$ cat src/rtl/ascii_stream_mapper_pkg.sv
// Shared types and constants for the luminance-to-ASCII mapper:
// default brightness ramp, character type and 2x2 ordered-dither matrix.
package ascii_pkg;

    typedef logic [7:0] char_t;

    localparam int unsigned RAMP_LEN = 48;

    // Standard brightness ramp, index 0 (darkest, ' ') .. 47 (brightest, 'Q').
    // Concatenation lists entry 47 first so that [i] selects entry i.
    localparam logic [RAMP_LEN-1:0][7:0] ASCII_RAMP_DEFAULT = {
        8'h51, 8'h4D, 8'h57, 8'h4F, 8'h6D, 8'h77, 8'h71, 8'h70,  // 47..40 QMWOmwqp
        8'h64, 8'h62, 8'h68, 8'h6B, 8'h55, 8'h5A, 8'h58, 8'h59,  // 39..32 dbhkUZXY
        8'h43, 8'h4C, 8'h74, 8'h66, 8'h4A, 8'h73, 8'h61, 8'h65,  // 31..24 CLtfJsae
        8'h6F, 8'h75, 8'h6E, 8'h78, 8'h7A, 8'h76, 8'h6C, 8'h69,  // 23..16 ounxzvli
        8'h3E, 8'h3C, 8'h2B, 8'h2F, 8'h63, 8'h72, 8'h21, 8'h3B,  // 15..8  ><+/cr!;
        8'h7E, 8'h5F, 8'h2D, 8'h3A, 8'h2C, 8'h60, 8'h2E, 8'h20   // 7..0   ~_-:,`.sp
    };

    // Bayer 2x2 values indexed by {py, px}: {0, 2, 3, 1}.
    localparam logic [3:0][1:0] BAYER2 = {2'd1, 2'd3, 2'd2, 2'd0};

    // Default table content for entry idx; entries past the ramp are blanks.
    function automatic char_t ramp_default(input int unsigned idx);
        logic [5:0] sel;
        sel = idx[5:0];
        if (idx < RAMP_LEN) begin
            return ASCII_RAMP_DEFAULT[sel];
        end
        return 8'h20;
    endfunction

endpackage

$ cat src/rtl/ascii_stream_mapper_if.sv
// Valid/ready stream bundle: luma beats in, character beats out.
interface ascii_stream_mapper_if #(
    parameter int unsigned LUMA_W = 8,
    parameter int unsigned CHAR_W = 8
);
    logic              s_valid;
    logic              s_ready;
    logic [LUMA_W-1:0] s_luma;
    logic              s_sof;
    logic              s_eol;
    logic              m_valid;
    logic              m_ready;
    logic [CHAR_W-1:0] m_char;
    logic              m_sof;
    logic              m_eol;

    modport master (
        output s_valid, s_luma, s_sof, s_eol, m_ready,
        input  s_ready, m_valid, m_char, m_sof, m_eol
    );

    modport slave (
        input  s_valid, s_luma, s_sof, s_eol, m_ready,
        output s_ready, m_valid, m_char, m_sof, m_eol
    );
endinterface

$ cat src/rtl/ascii_glyph_table.sv
// Run-time writable glyph table: async reset to the default ramp,
// one write port, one registered read port (read-before-write).
module ascii_glyph_table
    import ascii_pkg::*;
#(
    parameter int unsigned LEVELS = 48,
    parameter int unsigned CHAR_W = 8,
    parameter int unsigned ID_W   = 6
) (
    input  logic              clk,
    input  logic              rst_n,
    input  logic              we_i,
    input  logic [ID_W-1:0]   waddr_i,
    input  logic [CHAR_W-1:0] wdata_i,
    input  logic              re_i,
    input  logic [ID_W-1:0]   raddr_i,
    output logic [CHAR_W-1:0] rdata_o
);

    logic [CHAR_W-1:0] mem_q [LEVELS];
    logic [CHAR_W-1:0] rdata_q;

    // Table storage; out-of-range write addresses are dropped.
    always_ff @(posedge clk or negedge rst_n) begin
        if (!rst_n) begin
            for (int unsigned i = 0; i < LEVELS; i++) begin
                mem_q[i] <= CHAR_W'(ramp_default(i));
            end
        end else if (we_i && ({1'b0, waddr_i} < (ID_W+1)'(LEVELS))) begin
            mem_q[waddr_i] <= wdata_i;
        end
    end

    // Registered read; a same-cycle write to the same entry is seen next cycle.
    always_ff @(posedge clk or negedge rst_n) begin
        if (!rst_n) begin
            rdata_q <= '0;
        end else if (re_i) begin
            rdata_q <= mem_q[raddr_i];
        end
    end

    assign rdata_o = rdata_q;

endmodule

$ cat src/rtl/ascii_stream_mapper.sv
// Streaming luminance-to-ASCII mapper, two pipeline stages (scale, lookup),
// one beat per cycle with a global stall. Build option ASCII_DITHER_EN adds
// 2x2 ordered dithering ahead of the inversion step.
module ascii_stream_mapper
    import ascii_pkg::*;
#(
    parameter  int unsigned LUMA_W = 8,
    parameter  int unsigned LEVELS = 48,
    parameter  int unsigned CHAR_W = 8,
    localparam int unsigned ID_W   = $clog2(LEVELS)
) (
    input  logic                 clk,
    input  logic                 rst_n,
    ascii_stream_mapper_if.slave bus,
    input  logic                 invert,
    input  logic                 tbl_we,
    input  logic [ID_W-1:0]      tbl_addr,
    input  logic [CHAR_W-1:0]    tbl_data
);

    localparam int unsigned     PROD_W = LUMA_W + ID_W + 1;
    localparam logic [ID_W-1:0] ID_MAX = ID_W'(LEVELS - 1);

    logic              ce;
    logic [PROD_W-1:0] prod;
    logic [PROD_W-1:0] dither_add;
    logic [ID_W:0]     idx_raw;
    logic [ID_W-1:0]   id_sat;
    logic [ID_W-1:0]   id_c;

    logic              s1_valid_q, s1_valid_d;
    logic [ID_W-1:0]   s1_id_q,    s1_id_d;
    logic              s1_sof_q,   s1_sof_d;
    logic              s1_eol_q,   s1_eol_d;
    logic              m_valid_q,  m_valid_d;
    logic              m_sof_q,    m_sof_d;
    logic              m_eol_q,    m_eol_d;
    logic [CHAR_W-1:0] tbl_rdata;

    assign ce = !m_valid_q || bus.m_ready;

`ifdef ASCII_DITHER_EN
    logic       px_q, px_d;
    logic       py_q, py_d;
    logic       px_eff, py_eff;
    logic [1:0] bayer;

    // Dither offset and frame/line parity tracking; an sof beat restarts at (0,0).
    always_comb begin
        px_eff     = bus.s_sof ? 1'b0 : px_q;
        py_eff     = bus.s_sof ? 1'b0 : py_q;
        bayer      = BAYER2[{py_eff, px_eff}];
        dither_add = PROD_W'(bayer) << (LUMA_W - 2);
        px_d       = px_q;
        py_d       = py_q;
        if (bus.s_valid && ce) begin
            if (bus.s_eol) begin
                px_d = 1'b0;
                py_d = !py_eff;
            end else begin
                px_d = !px_eff;
                py_d = py_eff;
            end
        end
    end

    // Parity registers.
    always_ff @(posedge clk or negedge rst_n) begin
        if (!rst_n) begin
            px_q <= 1'b0;
            py_q <= 1'b0;
        end else begin
            px_q <= px_d;
            py_q <= py_d;
        end
    end
`else
    assign dither_add = '0;
`endif

    // Scale luma to a saturated glyph index, then optionally invert it.
    always_comb begin
        prod    = PROD_W'(bus.s_luma) * PROD_W'(LEVELS) + dither_add;
        idx_raw = (ID_W+1)'(prod >> LUMA_W);
        id_sat  = (idx_raw > {1'b0, ID_MAX}) ? ID_MAX : idx_raw[ID_W-1:0];
        id_c    = invert ? (ID_MAX - id_sat) : id_sat;
    end

    // Next state of both pipeline stages; everything holds when stalled.
    always_comb begin
        s1_valid_d = s1_valid_q;
        s1_id_d    = s1_id_q;
        s1_sof_d   = s1_sof_q;
        s1_eol_d   = s1_eol_q;
        m_valid_d  = m_valid_q;
        m_sof_d    = m_sof_q;
        m_eol_d    = m_eol_q;
        if (ce) begin
            s1_valid_d = bus.s_valid;
            s1_id_d    = id_c;
            s1_sof_d   = bus.s_sof;
            s1_eol_d   = bus.s_eol;
            m_valid_d  = s1_valid_q;
            m_sof_d    = s1_sof_q;
            m_eol_d    = s1_eol_q;
        end
    end

    // Pipeline registers.
    always_ff @(posedge clk or negedge rst_n) begin
        if (!rst_n) begin
            s1_valid_q <= 1'b0;
            s1_id_q    <= '0;
            s1_sof_q   <= 1'b0;
            s1_eol_q   <= 1'b0;
            m_valid_q  <= 1'b0;
            m_sof_q    <= 1'b0;
            m_eol_q    <= 1'b0;
        end else begin
            s1_valid_q <= s1_valid_d;
            s1_id_q    <= s1_id_d;
            s1_sof_q   <= s1_sof_d;
            s1_eol_q   <= s1_eol_d;
            m_valid_q  <= m_valid_d;
            m_sof_q    <= m_sof_d;
            m_eol_q    <= m_eol_d;
        end
    end

    // Stage-2 lookup: the table's read register is the m_char register.
    ascii_glyph_table #(
        .LEVELS (LEVELS),
        .CHAR_W (CHAR_W),
        .ID_W   (ID_W)
    ) u_table (
        .clk     (clk),
        .rst_n   (rst_n),
        .we_i    (tbl_we),
        .waddr_i (tbl_addr),
        .wdata_i (tbl_data),
        .re_i    (ce),
        .raddr_i (s1_id_q),
        .rdata_o (tbl_rdata)
    );

    assign bus.s_ready = ce;
    assign bus.m_valid = m_valid_q;
    assign bus.m_char  = tbl_rdata;
    assign bus.m_sof   = m_sof_q;
    assign bus.m_eol   = m_eol_q;

endmodule

$ cat src/flat_wrapper.sv
// flat-port wrapper written by rule: the top's interface ports become plain ports
module ascii_stream_mapper_flat import ascii_pkg::*;
#(
    parameter  int unsigned LUMA_W = 8,
    parameter  int unsigned LEVELS = 48,
    parameter  int unsigned CHAR_W = 8,
    localparam int unsigned ID_W   = $clog2(LEVELS)
)
  (clk, rst_n, invert, tbl_we, tbl_addr, tbl_data, bus_s_valid, bus_s_luma, bus_s_sof, bus_s_eol, bus_m_ready, bus_s_ready, bus_m_valid, bus_m_char, bus_m_sof, bus_m_eol);
  ascii_stream_mapper_if #(.LUMA_W(LUMA_W), .CHAR_W(CHAR_W)) bus_i ();
  input  logic clk;
  input  logic rst_n;
  input  logic invert;
  input  logic tbl_we;
  input  logic [ID_W-1:0] tbl_addr;
  input  logic [CHAR_W-1:0] tbl_data;
  input wire logic [$bits(bus_i.s_valid)-1:0] bus_s_valid;
  input wire logic [$bits(bus_i.s_luma)-1:0] bus_s_luma;
  input wire logic [$bits(bus_i.s_sof)-1:0] bus_s_sof;
  input wire logic [$bits(bus_i.s_eol)-1:0] bus_s_eol;
  input wire logic [$bits(bus_i.m_ready)-1:0] bus_m_ready;
  output wire logic [$bits(bus_i.s_ready)-1:0] bus_s_ready;
  output wire logic [$bits(bus_i.m_valid)-1:0] bus_m_valid;
  output wire logic [$bits(bus_i.m_char)-1:0] bus_m_char;
  output wire logic [$bits(bus_i.m_sof)-1:0] bus_m_sof;
  output wire logic [$bits(bus_i.m_eol)-1:0] bus_m_eol;
  assign bus_i.s_valid = bus_s_valid;
  assign bus_i.s_luma = bus_s_luma;
  assign bus_i.s_sof = bus_s_sof;
  assign bus_i.s_eol = bus_s_eol;
  assign bus_i.m_ready = bus_m_ready;
  assign bus_s_ready = bus_i.s_ready;
  assign bus_m_valid = bus_i.m_valid;
  assign bus_m_char = bus_i.m_char;
  assign bus_m_sof = bus_i.m_sof;
  assign bus_m_eol = bus_i.m_eol;
  ascii_stream_mapper #(.LUMA_W(LUMA_W), .LEVELS(LEVELS), .CHAR_W(CHAR_W)) u_core (.clk(clk), .rst_n(rst_n), .bus(bus_i), .invert(invert), .tbl_we(tbl_we), .tbl_addr(tbl_addr), .tbl_data(tbl_data));
endmodule
$ cat config.mk
export PLATFORM = sky130hd
export DESIGN_NAME = ascii_stream_mapper_flat
export DESIGN_NICKNAME = d
export VERILOG_FILES = /design/src/rtl/ascii_stream_mapper_pkg.sv /design/src/rtl/ascii_stream_mapper_if.sv /design/src/rtl/ascii_glyph_table.sv /design/src/rtl/ascii_stream_mapper.sv /design/src/flat_wrapper.sv
export SDC_FILE = /design/constraint.sdc
export NUM_CORES = 1
export LEC_CHECK = 0
export CAP_MARGIN = 30
export CORE_MARGIN = 5
export CORE_UTILIZATION = 55
export DETAILED_ROUTE_END_ITERATION = 10
export PLACE_DENSITY_LB_ADDON = 0.12
export SETUP_SLACK_MARGIN = 0.2
export SLEW_MARGIN = 30
export SYNTH_ARGS = -nofsm -noshare
export SYNTH_HDL_FRONTEND = slang
export SYNTH_HIERARCHICAL = 1
export SYNTH_SLANG_ARGS = --single-unit
$ cat constraint.sdc
create_clock -name clk -period 7.14 [get_ports clk]
set_input_delay 1.428 -clock clk [delete_from_list [all_inputs] [get_ports clk]]
set_output_delay 1.428 -clock clk [all_outputs]
set_load 0.1 [all_outputs]
==> metrics.md <==
| Metric | Value |
|---|---|
| Worst-Margin Slew | ~1 ns |
| CP Launch Point | bus_m_ready |
| Clock Power Share | approximately a third |
| Chip Height | 197.5 um |
| Yosys cell types | between 60 and 70 |
| Port buffer count | 41 |
| Final hold vios | 0 |
| Synth area leader | dfrtp_1 |
| Postcts setup bufs | 0 |
| GPL Wtd Cong | around 0.8 |
| Final HPWL DP | 26420 um |
| Final Skew | between 0.015 and 0.02 ns |
| Type of destination of the critical path | primary output |
| Placed Area | ~20000 um^2 |
| Final count of negative-setup-slack endpoints | 0 |
| Antenna cells | 0 |
| Post-synth ARST share | 100.0% |
| Synth Flop Type | dfrtp_1 |
| Max Root-Sink Buffers | 3 |
| CP required | ~5.7 ns |
| Leading post-synthesis cells by cell area | dfrtp_1, dfstp_2, mux2_2 |
| Max-slew headroom | approximately 33% |
| Sequential-to-total area share from yosys stat | between 50% and 60% |
| R2r setup slk | around 3.8 ns |
| CP endpoint | bus_s_ready |
| EDFF count, synth | 0 |
| Number of global-route vias before repair | around 12000 |
| Cell Area, Synth | 19340 um^2 |
| Final min period | 5.078 ns |
| WL per Instance | 24.78 um |
| Worst hold slack | between 0.4 and 0.5 ns |
| CTS tree | built |
| Final #Nets | 1308 |
| Hold crit path type | reg2reg |
| Fin area | roughly 21000 um^2 |
| Fraction of power consumed by sequential logic | between 40% and 50% |
| R2r worst-path depth | 5 |
| Cells after Synth | about 1300 |
| Filler cells | between 2000 and 3000 |
| Peak supply drop | between 0.2 and 0.25 mV |
| Largest net degree at the start of global routing | 187 |
| Tcrit/Tclk final | a little over 70% |
| Post-route worst setup slack | 2.062 ns |
| Top cell type's share of synthesized area | between 20 and 30% |
| Setup Total Neg Slack | 0 ns |
| Wirelength, routed | ~44000 um |
| Yosys warning count | 6 |
| FP Rows | 68 |
| Sink Count | 404 |
| RSZ-0062 raised after global routing | no |
| Area grow syn2layout | 11.07% |
| CP Data Arrival Time | roughly 3.7 ns |
| Max-slew violations | 0 |
| Status | finished, final reports clean |
| Fmax | slightly below 200 MHz |
| DR vias | ~11000 |
| Die ar. | between 30000 and 40000 um^2 |
| Initial antenna violation count | 1 |
| Avg Inst Size Synth | 15.29 um^2 |
| Post-CTS Resized | 0 |
| P_int | 4.636 mW |
| Yosys reg bits | roughly 400 |
| Vias per cell | a little over 6 |
| Clk Tree Root Cell | clkbuf_16 |
| Synth Net Count | 1303 |
| CTS buffer count | 43 |
| Sw Share | between 20% and 30% |
| Leak | 9.299 nW |
| Grt total ovfl | 0 |
| First-pass GRT wire length | 68790 um |
| Area occupied by multi-input gates | between 8000 and 9000 um^2 |
| Hold_buf cts | 0 |
| DIE WIDTH | between 150 and 200 um |
| Initial DRC Count | ~560 |
| Max-cap violation count | 0 |
| Sequential cell area | about 10000 um^2 |
| H-tree Lvls | 2 |
| Share of cells above drive strength 1 | about three fifths |
| DRC Markers | 0 |
| I/O pins | between 40 and 50 |
| Insertion delay to the later sink of the worst-skew pair | 0.55 ns |
| Initial Util | a little under three fifths |
| Final Power | 6.417 mW |
| Crit path max fanout | 24 |
| Comb pwr share | between 15 and 20% |
| Core Area | 34630 um^2 |
| DR pass1 iterations | 5 |
| Worst r2r src | u_core/s1_id_q[1]$_DFFE_PN0P_ |
| PwrDens | around 300 nW/um^2 |
| Clock slew at reported path FFs | 0.06 ns |
| Crit start category | input pin |
| Pre-CTS setup slack | between 2 and 2.5 ns |
| Setup CP Type | in2out |
| Psw | between 1.5 and 2 mW |
| R2r endpoint | u_core/u_table/rdata_o[3]$_DFFE_PN0P_ |
| GRT Util Overall | 22.73% |
| Post-DRT Antenna Nets | 0 |
[area by class of cell]
cell class / instances / share of cell area (%)
Sequential cell: 404 / 48.25
Inverter: 9 / 0.1573
Multi-Input combinational cell: 759 / 39.58
Clock buffer: 66 / 5.970
Timing Repair Buffer: 53 / 2.656
Clock inverter: 14 / 0.7397
Tap cell: 455 / 2.650
[layer usage]
layer	track usage, %	vias to the layer above	wire length [um]
met5	0	-	0
met4	6.376	0	1190
met3	3.769	76	1726
met2	36.59	203	21000
met1	32.51	5882	19690
li1	-	4809	-
[cell usage after synthesis (all sizes together) (3+ instances only)]
library cell,number
nor4,3
o31ai,3
a211oi,11
inv,9
a31oi,3
o311a,3
mux2i,12
nand3b,5
and3,5
o22ai,10
nor2b,20
mux4,96
ha,8
or4b,3
clkbuf,63
nand3,13
nor3b,5
a22oi,13
a21oi,10
nand2b,8
nor3,16
o41ai,3
mux2,386
dfstp,194
and2,3
o21a,3
buf,30
o21ai,13
nand2,58
nor2,17
dfrtp,210
[power by group through the flow]
stage | sequential, mW | combinational (mW) | clock [mW]
2_1_floorplan | 2.93 | 0.900 | 0
3_3_place_gp | 2.94 | 1.23 | 0
3_5_place_dp | 2.95 | 1.25 | 0
4_1_cts | 2.91 | 1.25 | 2.31
5_1_grt | 2.93 | 1.37 | 2.40
6_report | 2.89 | 1.28 | 2.25
[critical path, cell delays in order]
cell             delay, ns
clkdlybuf4s50_1       0.40
nor2b_1               0.51
inv_1                 0.08
buf_4                 0.24
clkdlybuf4s50_1       0.99
[worst min path at each step]
| stage | slack (ns) | startpoint | endpoint | cells after the start |
|---|---|---|---|---|
| floorplan | 0.43 | u_core/s1_valid_q$_DFFE_PN0P_ | u_core/s1_valid_q$_DFFE_PN0P_ | 2 |
| global placement | 0.44 | u_core/s1_valid_q$_DFFE_PN0P_ | u_core/bus.m_valid$_DFFE_PN0P_ | 1 |
| detailed placement | 0.46 | u_core/s1_sof_q$_DFFE_PN0P_ | u_core/s1_sof_q$_DFFE_PN0P_ | 2 |
| CTS | 0.47 | u_core/s1_sof_q$_DFFE_PN0P_ | u_core/s1_sof_q$_DFFE_PN0P_ | 2 |
| global route | 0.51 | u_core/u_table/mem_q[187]$_DFFE_PN0P_ | u_core/u_table/mem_q[187]$_DFFE_PN0P_ | 1 |
| finish | 0.47 | u_core/s1_sof_q$_DFFE_PN0P_ | u_core/s1_sof_q$_DFFE_PN0P_ | 2 |
[sequential cells by signal, summed over array words and instances, names as in the netlist]
name	cells
u_core/bus.m_eol	1
u_core/bus.m_valid	1
u_core/bus.m_sof	1
u_core/s1_eol_q	1
u_core/s1_valid_q	1
u_core/u_table/rdata_o	8
u_core/s1_sof_q	1
u_core/s1_id_q	6
u_core/u_table/mem_q	384
[cell usage in the layout (no fill, tap or decap), drive strengths merged, types with 5 or more instances in the layout]
master / count
ha: 8
nor3b: 5
mux2i: 12
nor2: 17
mux2: 386
nand2: 58
a22oi: 13
nor2b: 20
o21ai: 13
clkdlybuf4s50: 32
and3: 5
nor3: 16
a211oi: 11
o22ai: 10
clkbuf: 66
buf: 21
nand3b: 5
clkinv: 7
mux4: 96
nand3: 13
inv: 12
dfstp: 194
a21oi: 10
dfrtp: 210
nand2b: 8
[cells by family after synthesis]
logic type	synth area share, %
fa+ha+maj	0.5175
mux	34.74
buf+inv	2.542
simple gates	5.279
compound gates	3.312
xor+xnor	0.09058
flops	53.52
[per-stage QoR]
step / instances / utilization [%]
global placement: 1676 / 57.54
floorplan: 1265 / -
global route: 1760 / 62.04
finish: 1760 / 62.04
detailed placement: 1676 / 57.54
CTS: 1756 / 61.71
Power figures use the tool's default switching activity.
